`src/rtl/cache_pkg.sv`:
```
// Shared constants and enumerated types for the cache-to-memory arbiter.
package cache_pkg;

    localparam int ADDR_WIDTH  = 32;
    localparam int DATA_WIDTH  = 32;
    localparam int BLOCK_WORDS = 4;
    localparam int OFFSET_BITS = $clog2(BLOCK_WORDS) + 2;

    typedef enum logic {
        OWN_I = 1'b0,
        OWN_D = 1'b1
    } owner_t;

    typedef enum logic [1:0] {
        IDLE    = 2'd0,
        GRANT_I = 2'd1,
        GRANT_D = 2'd2
    } arb_state_t;

endpackage

```
`src/rtl/rr_arbiter2.sv`:
```
// Two-requester round-robin arbiter: combinational grant, one-bit last-grant memory.
module rr_arbiter2
    import cache_pkg::*;
(
    input  logic       clk,
    input  logic       reset,
    input  logic [1:0] req_i,
    input  logic       update_i,
    output owner_t     gnt_o,
    output logic       valid_o
);

    owner_t last_q;

    always_comb begin
        // NOTE: every output gets a default first so no path leaves it unassigned (no latch).
        gnt_o   = OWN_I;
        valid_o = |req_i;
        case (req_i)
            2'b01:   gnt_o = OWN_I;
            2'b10:   gnt_o = OWN_D;
            2'b11:   gnt_o = (last_q == OWN_I) ? OWN_D : OWN_I;
            default: gnt_o = OWN_I;
        endcase
    end

    always_ff @(posedge clk) begin
        if (reset) begin
            last_q <= OWN_I;
        end else if (update_i && valid_o) begin
            last_q <= gnt_o;
        end
    end

endmodule

```
`src/rtl/cache_mem_arbiter.sv`:
```
// Shares one memory port between I-cache block refills and D-cache refills/writes,
// issuing one beat at a time with round-robin ownership and registered outputs.
module cache_mem_arbiter #(
    parameter int ADDR_WIDTH  = cache_pkg::ADDR_WIDTH,
    parameter int DATA_WIDTH  = cache_pkg::DATA_WIDTH,
    parameter int BLOCK_WORDS = cache_pkg::BLOCK_WORDS
) (
    input  logic                  clk,
    input  logic                  reset,
    input  logic                  i_req,
    input  logic [ADDR_WIDTH-1:0] i_addr,
    output logic                  i_rvalid,
    output logic [DATA_WIDTH-1:0] i_rdata,
    output logic                  i_done,
    input  logic                  d_req,
    input  logic                  d_we,
    input  logic [ADDR_WIDTH-1:0] d_addr,
    input  logic [DATA_WIDTH-1:0] d_wdata,
    output logic                  d_rvalid,
    output logic [DATA_WIDTH-1:0] d_rdata,
    output logic                  d_done,
    output logic                  mem_req,
    output logic                  mem_we,
    output logic [ADDR_WIDTH-1:0] mem_addr,
    output logic [DATA_WIDTH-1:0] mem_wdata,
    input  logic                  mem_ack,
    input  logic [DATA_WIDTH-1:0] mem_rdata
);
    import cache_pkg::*;

    localparam int BEAT_BITS = $clog2(BLOCK_WORDS);
    localparam int BLK_OFF   = BEAT_BITS + 2;
    localparam logic [BEAT_BITS-1:0]  LAST_BEAT  = BEAT_BITS'(BLOCK_WORDS - 1);
    localparam logic [ADDR_WIDTH-1:0] READ_MASK  = {{(ADDR_WIDTH-BLK_OFF){1'b1}}, {BLK_OFF{1'b0}}};
    localparam logic [ADDR_WIDTH-1:0] WRITE_MASK = {{(ADDR_WIDTH-2){1'b1}}, 2'b00};

    arb_state_t            state_q;
    logic [BEAT_BITS-1:0]  beat_q;
    logic [ADDR_WIDTH-1:0] base_q;
    logic                  we_q;
    logic [DATA_WIDTH-1:0] wdata_q;

    logic                  mem_req_q, mem_we_q;
    logic [ADDR_WIDTH-1:0] mem_addr_q;
    logic [DATA_WIDTH-1:0] mem_wdata_q;
    logic                  i_rvalid_q, i_done_q, d_rvalid_q, d_done_q;
    logic [DATA_WIDTH-1:0] i_rdata_q, d_rdata_q;

    owner_t                arb_gnt;
    logic                  arb_valid;
    logic [ADDR_WIDTH-1:0] mem_addr_d;
    logic [BEAT_BITS-1:0]  beat_d;
    logic                  last_beat;

    rr_arbiter2 u_arb (
        .clk      (clk),
        .reset    (reset),
        .req_i    ({d_req, i_req}),
        .update_i (state_q == IDLE),
        .gnt_o    (arb_gnt),
        .valid_o  (arb_valid)
    );

    // Block alignment guarantees the offset add never carries past the block.
    assign mem_addr_d = base_q + ADDR_WIDTH'({beat_q, 2'b00});
    assign beat_d     = beat_q + 1'b1;
    assign last_beat  = we_q || (beat_q == LAST_BEAT);

    always_ff @(posedge clk) begin
        if (reset) begin
            state_q     <= IDLE;
            beat_q      <= '0;
            base_q      <= '0;
            we_q        <= 1'b0;
            wdata_q     <= '0;
            mem_req_q   <= 1'b0;
            mem_we_q    <= 1'b0;
            mem_addr_q  <= '0;
            mem_wdata_q <= '0;
            i_rvalid_q  <= 1'b0;
            i_rdata_q   <= '0;
            i_done_q    <= 1'b0;
            d_rvalid_q  <= 1'b0;
            d_rdata_q   <= '0;
            d_done_q    <= 1'b0;
        end else begin
            // NOTE: non-blocking defaults make these single-cycle pulses; a later <= in this block wins.
            i_rvalid_q <= 1'b0;
            i_done_q   <= 1'b0;
            d_rvalid_q <= 1'b0;
            d_done_q   <= 1'b0;

            case (state_q)
                IDLE: begin
                    if (arb_valid) begin
                        beat_q <= '0;
                        if (arb_gnt == OWN_D) begin
                            state_q <= GRANT_D;
                            base_q  <= d_addr & (d_we ? WRITE_MASK : READ_MASK);
                            we_q    <= d_we;
                            wdata_q <= d_wdata;
                        end else begin
                            state_q <= GRANT_I;
                            base_q  <= i_addr & READ_MASK;
                            we_q    <= 1'b0;
                            wdata_q <= '0;
                        end
                    end
                end

                GRANT_I, GRANT_D: begin
                    if (!mem_req_q) begin
                        mem_req_q   <= 1'b1;
                        mem_we_q    <= we_q;
                        mem_addr_q  <= mem_addr_d;
                        mem_wdata_q <= wdata_q;
                    end else if (mem_ack) begin
                        mem_req_q <= 1'b0;
                        mem_we_q  <= 1'b0;
                        if (!we_q) begin
                            if (state_q == GRANT_I) begin
                                i_rvalid_q <= 1'b1;
                                i_rdata_q  <= mem_rdata;
                            end else begin
                                d_rvalid_q <= 1'b1;
                                d_rdata_q  <= mem_rdata;
                            end
                        end
                        if (last_beat) begin
                            state_q <= IDLE;
                            if (state_q == GRANT_I) i_done_q <= 1'b1;
                            else                    d_done_q <= 1'b1;
                        end else begin
                            beat_q <= beat_d;
                        end
                    end
                end

                default: state_q <= IDLE;
            endcase
        end
    end

    assign mem_req   = mem_req_q;
    assign mem_we    = mem_we_q;
    assign mem_addr  = mem_addr_q;
    assign mem_wdata = mem_wdata_q;
    assign i_rvalid  = i_rvalid_q;
    assign i_rdata   = i_rdata_q;
    assign i_done    = i_done_q;
    assign d_rvalid  = d_rvalid_q;
    assign d_rdata   = d_rdata_q;
    assign d_done    = d_done_q;

endmodule

```
`config.mk`:
```
export PLATFORM = sky130hd
export DESIGN_NAME = cache_mem_arbiter
export DESIGN_NICKNAME = d
export VERILOG_FILES = /design/src/rtl/cache_pkg.sv /design/src/rtl/rr_arbiter2.sv /design/src/rtl/cache_mem_arbiter.sv
export SDC_FILE = /design/constraint.sdc
export NUM_CORES = 1
export LEC_CHECK = 0
export ABC_AREA = 1
export CORE_MARGIN = 1
export CORE_UTILIZATION = 47
export CTS_BUF_LIST = sky130_fd_sc_hd__clkbuf_16
export CTS_CLUSTER_DIAMETER = 80
export CTS_CLUSTER_SIZE = 16
export DETAILED_ROUTE_END_ITERATION = 8
export GPL_TIMING_DRIVEN = 0
export PLACE_DENSITY = 0.81
export SLEW_MARGIN = 20
export SYNTH_ARGS = -nofsm -noshare
export SYNTH_HDL_FRONTEND = slang
export SYNTH_HIERARCHICAL = 1
export SYNTH_SLANG_ARGS = --single-unit
```
`constraint.sdc`:
```
create_clock -name clk -period 2.25 [get_ports clk]
set_input_delay 0.3375 -clock clk [delete_from_list [all_inputs] [get_ports clk]]
set_output_delay 0.3375 -clock clk [all_outputs]
set_load 0.01 [all_outputs]
```
Word-level counts from Yosys, hierarchy flattened. Index checks and enable logic that the tools add are counted. Widths: inputs -> output; s select.

Add/sub/neg operators: 2. Equality and inequality tests: 11. Multiplexer cells: 23. Bitwise gates (word level): 7. Reduce and logical (&&, ||, !) cells: 15.

Operator list (number): $mux 32 (2); $add 32x4->32 (1); $and 32x32->32 (1); $mux 2 (9); $reduce_and 5->1 (3); $ne 2x2->1 const B (6); $reduce_or 5->1 (2); $eq 2x2->1 const B (4); $mux 1 (8); $pmux 2 s2 (2); $not 1->1 (6); $reduce_and 2->1 (3); $mux 4 (1); $reduce_and 4->1 (1); $reduce_or 2->1 (2); $add 2x1->2 const B (1); $eq 2x1->1 const B (1); $logic_not 2->1 (1); $pmux 1 s2 (1); $reduce_bool 2->1 (1); $logic_and 1x1->1 (1); $logic_or 1x1->1 (1).

Register bits: 204. Bits of input ports: 134. Output and inout bits: 134. Word-level logic and storage cells: 74.

Longest topological paths before layout.
Depth after elaboration: 6. Gate-level depth with buffers: 11. Mapped depth without buffers: 11.

Hierarchy. The synthesis kept the hierarchy.

Modules (own cells, without submodules): cache_mem_arbiter (times used 1, cells each 1165, area an instance 8353.0 um^2); rr_arbiter2 (times used 1, cells each 8, area an instance 60.1 um^2).

Worst setup path after synthesis. Ideal clock, no wire load.

Path type: reg2reg. From: register beat_q[0]. To: register mem_addr_q[14], in the netlist mem_addr[14]. Library setup time: 0.109 ns. Data arrival time: 1.564 ns. Data required time: 2.141 ns. Setup slack: 0.577 ns. Cell stages (with the launch flop): 11. Buffers on the path: 0. Period minus slack after synthesis: 1.673 ns. Cells stage by stage: dfxtp_1 -> ha_1 -> fa_1 -> nand3_4 -> inv_2 -> nand2_4 -> nor2_4 -> xnor2_1 -> nand2_1 -> nand2_1 -> inv_1.

Longest elaborated chain between the ends: 1.

Ends and longest elaborated chain: from (decl) (line cache_mem_arbiter.sv:38) `logic [BEAT_BITS-1:0] beat_q;`; from (signal assigned) (line cache_mem_arbiter.sv:134) `beat_q <= beat_d;`; $add 32x4->32 (line cache_mem_arbiter.sv:65) `assign mem_addr_d = base_q + ADDR_WIDTH'({beat_q, 2'b00});`; to (signal assigned) (line cache_mem_arbiter.sv:115) `mem_addr_q <= mem_addr_d;`; to (decl) (line cache_mem_arbiter.sv:44) `logic [ADDR_WIDTH-1:0] mem_addr_q;`.

No other way between the ends. A chain may end at the register's enable or synchronous reset.

Worst setup path after layout.
From: input port d_req. To: register base_q[18].

Longest elaborated chain between the ends: 3. Elaborated cells on any way between the ends: 6. Classes of those cells: eq/ne: 2; mux: 2; reduce/logical: 2.

Ends and longest elaborated chain: from (decl) (line cache_mem_arbiter.sv:15) `input logic d_req,`; $eq 2x2->1 (line rr_arbiter2.sv:19) `case (req_i)`; $pmux 1 s2 * (line rr_arbiter2.sv:19); net arb_gnt (line cache_mem_arbiter.sv:49) `owner_t arb_gnt;`; $mux 32 * (line cache_mem_arbiter.sv:97) `if (arb_gnt == OWN_D) begin`; to (signal assigned) (line cache_mem_arbiter.sv:99) `base_q <= d_addr & (d_we ? WRITE_MASK : READ_MASK);`; to (signal assigned) (line cache_mem_arbiter.sv:104) `base_q <= i_addr & READ_MASK;`; to (decl) (line cache_mem_arbiter.sv:39) `logic [ADDR_WIDTH-1:0] base_q;`.

Mark *: on every way through the listed nets, which the timed path passes. The rest lies on a longest branch.

==> metrics.yaml <==
sta:
  hold_viol: 0
  fin_crit_ns: 1.99
  fin_crit_sh_pct: 88.4
  slew_violations: 0
  slew_headroom_pct: 57.3
  fin_skew_ns: 0.0130
  rsz0062_at_grt: "false"
  setup_viol: 0
  setup_slack_ns: 0.262
  fmax_ghz: 0.503
  tightest_slew_ns: 0.640
power_and_ir_drop:
  power_frac_clock_pct: 23.5
  peakVddDrop_uv: 692
  finalPower_mw: 13.4
  seqPwrFrac_pct: 38.3
  p_sw_share_pct: 37.1
  combPwrFrac_pct: 38.2
  switchingPower_mw: 4.98
  p_int_mw: 8.45
  power_density_nw_per_um2: 1130
  p_leak_nw: 4.81
cts:
  postCtsSetupRepairBufs: 0
  htree_levels: 4
  clock_sinks: 200
  cts_root_buf: "clkbuf_16"
  cts.hold.buffers_added: 0
  tritoncts: "yes"
  cts_made_buffers: 17
  clk_latency_ns: 0.44
  ctsResizeCount: 0
  clk_transition_reported_paths_ns: 0.08
  clockBufferDepth: 2
floorplan:
  boundaryPins: 268
  rows: 48
  die_h_um: 136
  die-area_um2: 18400
  start_util_pct: 48.3
  coreArea_um2: 17400
  die_x_um: 136
global_route:
  grt_overflow: 0
  grt_pass1_vias: 7858
  antenna_found_initial: 0
  grt_pass1_wl_um: 40100
  grt_max_degree: 22
  track_usage_pct: 28.1
critical_path:
  r2r-start: "state_q[0]$_SDFFE_PP0P_"
  cp.arrival_ns: 2.38
  slowest_delay_ns: 0.51
  cp-end-kind: "flop"
  worstSetupPathType: "in -> reg"
  worstPathCellList: "clkdlybuf4s50_1 > a21boi_0 > buf_2 > clkbuf_1 > nand2_1 > nand3_1 > o211ai_1 > inv_2"
  cp_slowest_cell: "clkdlybuf4s50_1"
  cp.required_ns: 2.64
  crit_path_max_fanout: 10
  critPathLaunchType: "input port"
  cp-startpoint: "d_req"
routing:
  num_vias: 8523
  dr.pass1.iters: 4
  ant_nets: 0
  drt_iter0_drc: 469
  drt-vias-per-instance: 5.04
  drc: 0
  routed_wl_um: 25400
  wl_per_cell_um: 15.0
logic_synthesis:
  yosys_warnings: 6
  synth_seq_cells: 200
  synth_flop_cell: "dfxtp_1"
  yosysSeqAreaShare_pct: 47.6
  mappedNetlistArea_um2: 8410
  synth_edf_count: 0
  synthArstFlopShare_pct: 0
  avgSynthCellArea_um2: 7.17
  synthCells: 1173
  ys_types: 36
placement:
  dp_hpwl_um: 19400
  gp_congestion: 0.953
  dpl_worst_slack_ns: -0.176
  portBuffers: 259
layout:
  antennaDiodeCount: 0
  layout-drive-gt1-share_pct: 7.37
  nets: 1592
  syn_to_final_growth_pct: 41.6
  fillCellCount: 1500
worst_hold_path:
  hold_path_class: "in -> reg"
  min_from: "d_wdata[13]"
flow_run:
  maxCapViolCount: 0
status:
  status: "finished, final reports clean"
[power groups by stage]
stage	clock, mW	sequential [mW]	combinational (mW)
detailed placement	0	5.20	5.13
CTS	3.19	5.13	5.17
floorplan	0	5.36	2.47
global route	3.34	5.24	5.71
global placement	0	5.18	5.02
finish	3.15	5.14	5.14
[cell families after synthesis]
| group | share of synthesized area (%) |
|---|---|
| simple gates | 30.2 |
| flops | 47.6 |
| compound gates | 12.8 |
| buf+inv | 7.44 |
| xor+xnor | 0.937 |
| fa+ha+maj | 0.982 |
| other cells | 0.0446 |
[state kept, by name, indices dropped and copies added, names as in the netlist]
name,cells
d_rdata,32
i_done,1
mem_addr,30
u_arb/last_q,1
base_q,30
state_q,2
mem_wdata,32
we_q,1
i_rdata,32
wdata_q,32
mem_we,1
beat_q,2
mem_req,1
d_done,1
i_rvalid,1
d_rvalid,1
[critical path: cells and delay by family]
family	cells	cell delay [ns]
AO/OA/AOI/OAI	2	0.52
buffers and inverters	4	1.30
AND/OR/NAND/NOR	2	0.21
[cell usage in the layout (no fill, tap or decap), drive strengths merged]
master         count
nor2             293
ha                 5
clkinv             8
clkbuf            51
o221ai             1
nand4              1
xnor2              8
nand3b            10
a21oi             44
o211ai            28
o211a              1
a211oi             3
fa                 1
xor2               1
bufinv             1
a32oi              2
or2                2
nand3             56
dfxtp            200
inv               89
nor4               1
buf               34
conb               2
o21ai            114
clkinvlp           1
nand2            248
a21boi             1
clkdlybuf4s50    259
[through the flow]
stage               hold WS [ns]  instances  TNS, ns  area (um2)  util, %
floorplan                  0.400       1174        0        8420        -
global placement           0.449       1658    -1.03       11300     64.8
detailed placement         0.452       1658    -1.63       11300     64.8
CTS                        0.431       1690        0       11900     68.4
global route               0.449       1690        0       11900     68.4
finish                     0.442       1690        0       11900     68.4
[final cells by class]
class,count,area (um2),share of cell area (%)
plain buffers,68,310,2.60
repair buffers,259,2590,21.8
flip-flops and latches,200,4000,33.6
inverters,84,315,2.65
multi-input cells,822,3790,31.8
clock buffers,17,425,3.57
clock inverters,15,199,1.67
well taps,225,282,2.36
[layer usage]
metal / share of wire (%) / GRT usage, %
met1: 42 / 33.7
met2: 48 / 48.2
met3: 5.9 / 5.95
met4: 3.6 / 12.3
met5: 0 / 0
[synthesized netlist by cell type, types with 2 or more instances]
cell type	number	share of area (%)
nand2_1	242	11
inv_2	17	0.76
nand3_2	4	0.48
nor2_2	4	0.30
o211ai_1	28	2.5
nor2_4	7	0.94
inv_1	66	2.9
nor2_1	282	13
nand3_1	50	3.0
dfxtp_1	200	48
nand2_2	4	0.30
a21oi_1	42	2.5
buf_4	5	0.45
o21ai_0	109	6.5
o21ai_1	5	0.30
a21oi_2	2	0.21
xnor2_1	8	0.83
a32oi_1	2	0.21
nand2_4	2	0.27
ha_1	5	0.74
nand3_4	2	0.42
buf_2	29	1.7
clkbuf_1	34	1.5
a211oi_1	3	0.27
nand3b_1	10	0.89
[path summary, 6_finish.rpt]
check | end | slack, ns | cells after the start
worst max-delay path | base_q[18]$_SDFFE_PP0P_ | 0.26 | 8
worst min-delay path | wdata_q[13]$_SDFFE_PP0P_ | 0.44 | 3
worst max register to register | mem_addr[3]$_SDFFE_PP0P_ | 0.31 | 7
worst min register to register | wdata_q[19]$_SDFFE_PP0P_ | 0.46 | 2
No activity file was read; power rests on OpenSTA's default activity.
